## src/rtl/mips_cpu_divider.sv

```systemverilog
// mips_cpu_divider: multi-cycle restoring divider for MIPS DIV/DIVU.
// Works on operand magnitudes, producing one quotient bit per clock, and
// applies the sign fix-up in a final cycle. Quotient goes to LO and
// remainder goes to HI.
module mips_cpu_divider #(
    parameter int WIDTH = 32
) (
    input  logic             clk,
    input  logic             reset_n,
    input  logic             start,
    input  logic             sign,
    input  logic [WIDTH-1:0] a,
    input  logic [WIDTH-1:0] b,
    output logic             busy,
    output logic             done,
    output logic [WIDTH-1:0] quotient,
    output logic [WIDTH-1:0] remainder,
    output logic             div_zero
);

    localparam int CW = $clog2(WIDTH);

    localparam logic [1:0] IDLE   = 2'd0;
    localparam logic [1:0] CALC   = 2'd1;
    localparam logic [1:0] FINISH = 2'd2;

    localparam logic [CW-1:0] LAST_CNT = CW'(WIDTH - 1);

    // Conditional two's-complement negate, used for both magnitude and sign fix.
    function automatic logic [WIDTH-1:0] cond_neg(input logic [WIDTH-1:0] v, input logic en);
        logic [WIDTH-1:0] res;
        if (en) begin
            res = (~v) + {{(WIDTH-1){1'b0}}, 1'b1};
        end else begin
            res = v;
        end
        return res;
    endfunction

    logic [1:0]       state_r;
    logic [CW-1:0]    count_r;
    logic             neg_q_r;
    logic             neg_r_r;
    logic [WIDTH-1:0] dvs_r;      // divisor magnitude
    logic [WIDTH-1:0] dvd_r;      // dividend shifting out, quotient shifting in
    logic [WIDTH-1:0] rem_r;      // partial remainder
    logic             busy_r;
    logic             done_r;
    logic [WIDTH-1:0] quotient_r;
    logic [WIDTH-1:0] remainder_r;
    logic             div_zero_r;

    // The trial subtraction is one bit wider than the operands, so a
    // magnitude of 2^(WIDTH-1) or a divisor near 2^WIDTH never overflows.
    logic [WIDTH:0]   shifted_s;
    logic [WIDTH:0]   trial_s;
    logic [WIDTH-1:0] rem_next_s;
    logic [WIDTH-1:0] dvd_next_s;

    assign shifted_s = {rem_r, dvd_r[WIDTH-1]};
    assign trial_s   = shifted_s - {1'b0, dvs_r};

    // One restoring step: keep the trial difference when it is non-negative.
    always_comb begin
        rem_next_s = shifted_s[WIDTH-1:0];
        dvd_next_s = {dvd_r[WIDTH-2:0], 1'b0};
        if (!trial_s[WIDTH]) begin
            rem_next_s    = trial_s[WIDTH-1:0];
            dvd_next_s[0] = 1'b1;
        end else begin
            rem_next_s    = shifted_s[WIDTH-1:0];
            dvd_next_s[0] = 1'b0;
        end
    end

    // Control FSM, datapath registers and registered outputs.
    always_ff @(posedge clk) begin
        if (!reset_n) begin
            state_r     <= IDLE;
            count_r     <= {CW{1'b0}};
            neg_q_r     <= 1'b0;
            neg_r_r     <= 1'b0;
            dvs_r       <= {WIDTH{1'b0}};
            dvd_r       <= {WIDTH{1'b0}};
            rem_r       <= {WIDTH{1'b0}};
            busy_r      <= 1'b0;
            done_r      <= 1'b0;
            quotient_r  <= {WIDTH{1'b0}};
            remainder_r <= {WIDTH{1'b0}};
            div_zero_r  <= 1'b0;
        end else begin
            done_r <= 1'b0;
            case (state_r)
                IDLE: begin
                    if (start) begin
                        neg_q_r <= sign & (a[WIDTH-1] ^ b[WIDTH-1]);
                        neg_r_r <= sign & a[WIDTH-1];
                        dvd_r   <= cond_neg(a, sign & a[WIDTH-1]);
                        dvs_r   <= cond_neg(b, sign & b[WIDTH-1]);
                        rem_r   <= {WIDTH{1'b0}};
                        count_r <= {CW{1'b0}};
                        busy_r  <= 1'b1;
                        state_r <= CALC;
                    end else begin
                        state_r <= IDLE;
                    end
                end
                CALC: begin
                    rem_r   <= rem_next_s;
                    dvd_r   <= dvd_next_s;
                    count_r <= count_r + {{(CW-1){1'b0}}, 1'b1};
                    if (count_r == LAST_CNT) begin
                        state_r <= FINISH;
                    end else begin
                        state_r <= CALC;
                    end
                end
                FINISH: begin
                    quotient_r  <= cond_neg(dvd_r, neg_q_r);
                    remainder_r <= cond_neg(rem_r, neg_r_r);
                    div_zero_r  <= (dvs_r == {WIDTH{1'b0}});
                    done_r      <= 1'b1;
                    busy_r      <= 1'b0;
                    state_r     <= IDLE;
                end
                default: begin
                    busy_r  <= 1'b0;
                    state_r <= IDLE;
                end
            endcase
        end
    end

    assign busy      = busy_r;
    assign done      = done_r;
    assign quotient  = quotient_r;
    assign remainder = remainder_r;
    assign div_zero  = div_zero_r;

endmodule
```

## config.mk

```make
export PLATFORM = sky130hd
export DESIGN_NAME = mips_cpu_divider
export DESIGN_NICKNAME = d
export VERILOG_FILES = /design/src/rtl/mips_cpu_divider.sv
export SDC_FILE = /design/constraint.sdc
export NUM_CORES = 1
export LEC_CHECK = 0
export CAP_MARGIN = 5
export CORE_UTILIZATION = 51
export DETAILED_ROUTE_END_ITERATION = 12
export PLACE_DENSITY = 0.74
export SLEW_MARGIN = 20
export SYNTH_ARGS = -nofsm -noshare
export SYNTH_HDL_FRONTEND = slang
export SYNTH_SLANG_ARGS = --single-unit
export TNS_END_PERCENT = 20
```

## constraint.sdc

```tcl
create_clock -name clk -period 3.25 [get_ports clk]
set_clock_uncertainty 0.1 [all_clocks]
set_input_delay 0.8125 -clock clk [delete_from_list [all_inputs] [get_ports clk]]
set_output_delay 0.8125 -clock clk [all_outputs]
set_load 0.02 [all_outputs]
```

# [Yosys cells after proc, flatten, opt, wreduce, memory -nomap -nowiden]
# Cells that the tools add are included.
[classes] add_sub_neg=6 n_eq_ne=4 n_mux=18 bitwise=9 reduce_logical=6
[op_table] op="32-bit 2-to-1 mux" n=7
[op_table] op="32-bit by 1-bit adder with 32-bit output (second input constant)" n=4
[op_table] op="32-bit NOT" n=4
[op_table] op="32-bit one-hot mux with 2 select lines" n=2
[op_table] op="33-bit by 32-bit subtractor with 33-bit output" n=1
[op_table] op="32-bit logical NOT" n=1
[op_table] op="5-bit one-hot mux with 2 select lines" n=1
[op_table] op="2-bit AND reduction" n=3
[op_table] op="5-bit by 1-bit adder with 5-bit output (second input constant)" n=1
[op_table] op="5-bit == test (second input constant)" n=1
[op_table] op="5-bit 2-to-1 mux" n=1
[op_table] op="1-bit 2-to-1 mux" n=4
[op_table] op="2-bit one-hot mux with 2 select lines" n=1
[op_table] op="1-bit bitwise AND" n=3
[op_table] op="2-bit by 1-bit == test with 1-bit output (second input constant)" n=1
[op_table] op="2-bit == test (second input constant)" n=1
[op_table] op="2-bit logical NOT" n=1
[op_table] op="2-bit 2-to-1 mux" n=1
[op_table] op="2-bit inequality test (second input constant)" n=1
[op_table] op="1-bit one-hot mux with 2 select lines" n=1
[op_table] op="2-bit nonzero test" n=1
[op_table] op="1-bit NOT" n=1
[op_table] op="1-bit bitwise XOR" n=1
[word_totals] ff_bits=172 inputBits=68 out_inout_bits=67 wordCells=55

# [Longest topological paths before layout]
[logic_depth] ltp_word=5 depth_mapped=14 mapped_depth_nobuf=12

# [Worst setup path after synthesis]
# No wires, ideal clock.
[synth_path] path_kind="input-to-reg" from="input b[8]" to="register dvs_r[29]" setup_ps=116 arrival_ps=3130 required_ps=3034 path_slack_ps=-96 stages=9 path_buffers=0 path_cell_list="or4_4 or3_4 or4_4 nor3b_4 nand3b_2 o41ai_2 xor2_1 nand2_1 o211a_1"
[synth_via] elab_chain_len=3
[synth_rtl] element="from (decl)" line="13" source="input logic [WIDTH-1:0] b,"
[synth_rtl] element="32-bit NOT" line="33" source="res = (~v) + {{(WIDTH-1){1'b0}}, 1'b1};"
[synth_rtl] element="32-bit by 1-bit adder with 32-bit output" line="33"
[synth_rtl] element="32-bit 2-to-1 mux" line="32" source="if (en) begin"
[synth_rtl] element="to (signal assigned)" line="83" source="dvs_r <= {WIDTH{1'b0}};"
[synth_rtl] element="to (signal assigned)" line="99" source="dvs_r <= cond_neg(b, sign & b[WIDTH-1]);"
[synth_rtl] element="to (decl)" line="44" source="logic [WIDTH-1:0] dvs_r;"
# No other way between the ends.
# A chain may end at the register's enable or synchronous reset.

# [Final worst setup path]
# Ends and elaborated chain as after synthesis.

==> impl_metrics.toml <==
[layout]
antennaDiodeCount = 0
drive_gt1_share_pct = 12.7
syn_to_final_growth_pct = 28.6
finish.instance_area_um2 = 13900
nFillCells = 1748
finalNetCount = 1600

[clock_network]
cts_buffer_depth = 2
root_buffer = "clkbuf_16"
cts.sinks = 172
htree_num_levels = 4
clock_latency_ps = 440
path_clk_slew_ps = 70
cts_tree = "done"
numCtsBuffers = 17

[power_and_ir_drop]
power_density_nw_per_um2 = 387
leakage_nw = 6.32
p_total_w = 0.00538
worst_ir_drop_vdd_mv = 0.364

[global_routing]
antenna_found_initial = 0
gr-max-usage-layer = "met2"
track_usage_pct = 28.1
grt_use_met2_pct = 46.4
met3_usage_pct = 4.81
grt_max_degree = 73
grt_pass1_vias = 9912
use_met1_pct = 37.4
grt-ovfl-total = 0
grt_pass1_wl_um = 49500

[timing]
setup_viol = 0
worst_pin_slew_ps = 1110
rsz0062_at_grt = "true"
min_period_ps = 3210
relSlewSlack_pct = 25.8
fin_crit_sh_pct = 98.6
fmax_mhz = 312
slew_viol_final = 0
fin_setup_tns_ps = 0
hold_violations = 0

[floorplanning]
design.core.area_um2 = 20500
dieArea_um2 = 21800
dieWidth_um = 148
rows = 52
initial_utilization_pct = 52.7
io_pins = 135
die_h_um = 148

[logic_synthesis]
yosysWarnings = 0
ys_ff_latch = 172
synth_top_area_share_pct = 31.9
synth_edf_count = 0
syn_nets = 1410
async_reset_ff_share_pct = 0
synthTopCellsByArea = "dfxtp_1 (32%), xor2_1 (8.1%), o211a_1 (7.3%)"
netlist_area_um2 = 10800
synth_top_cell_by_area = "dfxtp_1"
netlist_instances = 1303
synthDistinctLibCells = 60
synthFlopType = "dfxtp_1"
synth_seq_area_share_pct = 31.9
avgSynthCellArea_um2 = 8.29

[critical_path]
path_class = "primary input to flip-flop"
cp_data_required_time_ps = 3480
worst-r2r-setup-slack_ps = 70
worstPathArrival_ps = 3440
start_kind = "primary input"
cp-end-kind = "flip-flop"
crit_fanout = 3

[route]
routed_wl_um = 30300
final_antenna_net_count = 0
drt_iter0_markers = 874
wire_per_inst_um = 17.1
num_vias = 10550
via_per_inst = 5.94
dr.pass1.iters = 6
drc = 0

[hold_path]
hold_class = "flip-flop to flip-flop"

[place]
io_buffers = 134
gp_congestion = 0.941
place_area_um2 = 13100
dp_hpwl_um = 21900

[outcome]
status = "complete, no violations"

[job]
maxCapViolations = 0
layout by cell type, fill, tap and decap left out, types with 13 or more instances in the layout:
master and count:
mux2i_1 24, inv_1 49, nand2_1 185, nor4_1 13, nor3_1 16, nor2_1 39
xor2_1 100, dfxtp_1 172, xnor2_1 41, clkbuf_16 19, ha_1 38, buf_4 114
nand3_1 14, a21oi_1 66, o21ai_0 92, a21o_1 13, a222oi_1 25, o211a_1 79
and2_1 14, clkdlybuf4s50_1 127, o31ai_1 32, nor2b_1 33, or3_1 14, or4_1 14
timing repair:
action,4_1_cts,5_1_grt
gates cloned,0,2
setup buffers,1,0
hold buffers,0,0
gates resized for setup,13,29
pin swaps,5,10
endpoints found under the setup margin,29,37
Yosys cell counts (all sizes together) (9+ instances only):
library cell and number:
nand2 185, dfxtp 172, xor2 100, o21ai 93
o211a 79, clkbuf 72, a21oi 66, inv 49
xnor2 41, nor2 39, ha 38, nor2b 35
o31ai 32, mux2i 28, a222oi 25, nor4 19
or3 18, nor3 17, or4 17, o41ai 16
and2 15, nand3 14, a21boi 13, a21o 13
and3 12, nand2b 12, buf 9
power breakdown:
| group | internal (W) | total (W) | leakage (nW) | switching [W] |
|---|---|---|---|---|
| sequential | 0.00217 | 0.00226 | 1.40 | 0.0000844 |
| clock | 0.00119 | 0.00216 | 0.300 | 0.000972 |
| combinational | 0.000439 | 0.000958 | 4.62 | 0.000520 |
cell type report:
| cell class | count | area, um^2 | share of cell area [%] |
|---|---|---|---|
| Clock buffer | 18 | 439 | 3.16 |
| Clock inverter | 14 | 174 | 1.25 |
| Inverter | 49 | 184 | 1.32 |
| Multi-Input combinational cell | 1001 | 7020 | 50.5 |
| Sequential cell | 172 | 3440 | 24.8 |
| Tap cell | 270 | 338 | 2.43 |
| Timing Repair Buffer | 252 | 2290 | 16.5 |
critical path: stages:
cell	delay, ps
buf_6	90
or4_4	520
or3_4	400
or4_4	520
nor3b_4	270
nand3b_4	120
o41ai_4	230
xor2_1	220
nand2_1	100
o211a_1	150
metal layers:
| metal | up-vias | routed length [um] |
|---|---|---|
| li1 | 5123 | - |
| met3 | 48 | 1740 |
| met4 | 0 | 619 |
| met5 | - | 0 |
| met1 | 4991 | 13800 |
| met2 | 388 | 14100 |
stage by stage:
stage,utilization (%),setup slack (ps),std cells,hold slack [ps]
final,67.7,44.7,1776,367
after global routing,67.7,-44.0,1776,403
after CTS,67.0,8.05,1774,369
after detailed placement,63.8,-595,1741,361
after global placement,63.8,-563,1741,355
after floorplan,-,-76.6,1303,357
state kept, by name, summed over array words and instances, names as in the netlist:
signal / cells
dvd_r: 32
dvs_r: 32
quotient: 32
rem_r: 32
remainder: 32
count_r: 5
state_r: 2
busy: 1
div_zero: 1
done: 1
neg_q_r: 1
neg_r_r: 1
worst paths after layout:
check                start             to  cells after the start
max                   b[8]      dvs_r[29]                     10
min          remainder[25]  remainder[25]                      2
max reg2reg      dvd_r[31]      rem_r[12]                     14
min reg2reg  remainder[25]  remainder[25]                      2
cell families after synthesis:
group | after synthesis | share of synthesized area [%]
XOR/XNOR | 141 | 11.4
adder cells (fa/ha/maj) | 39 | 4.59
flip-flops | 172 | 31.9
AO/OA/AOI/OAI | 388 | 26.3
buffers and inverters | 130 | 4.58
AND/OR/NAND/NOR | 405 | 18.6
multiplexers | 28 | 2.60
Power figures use the tool's default switching activity.
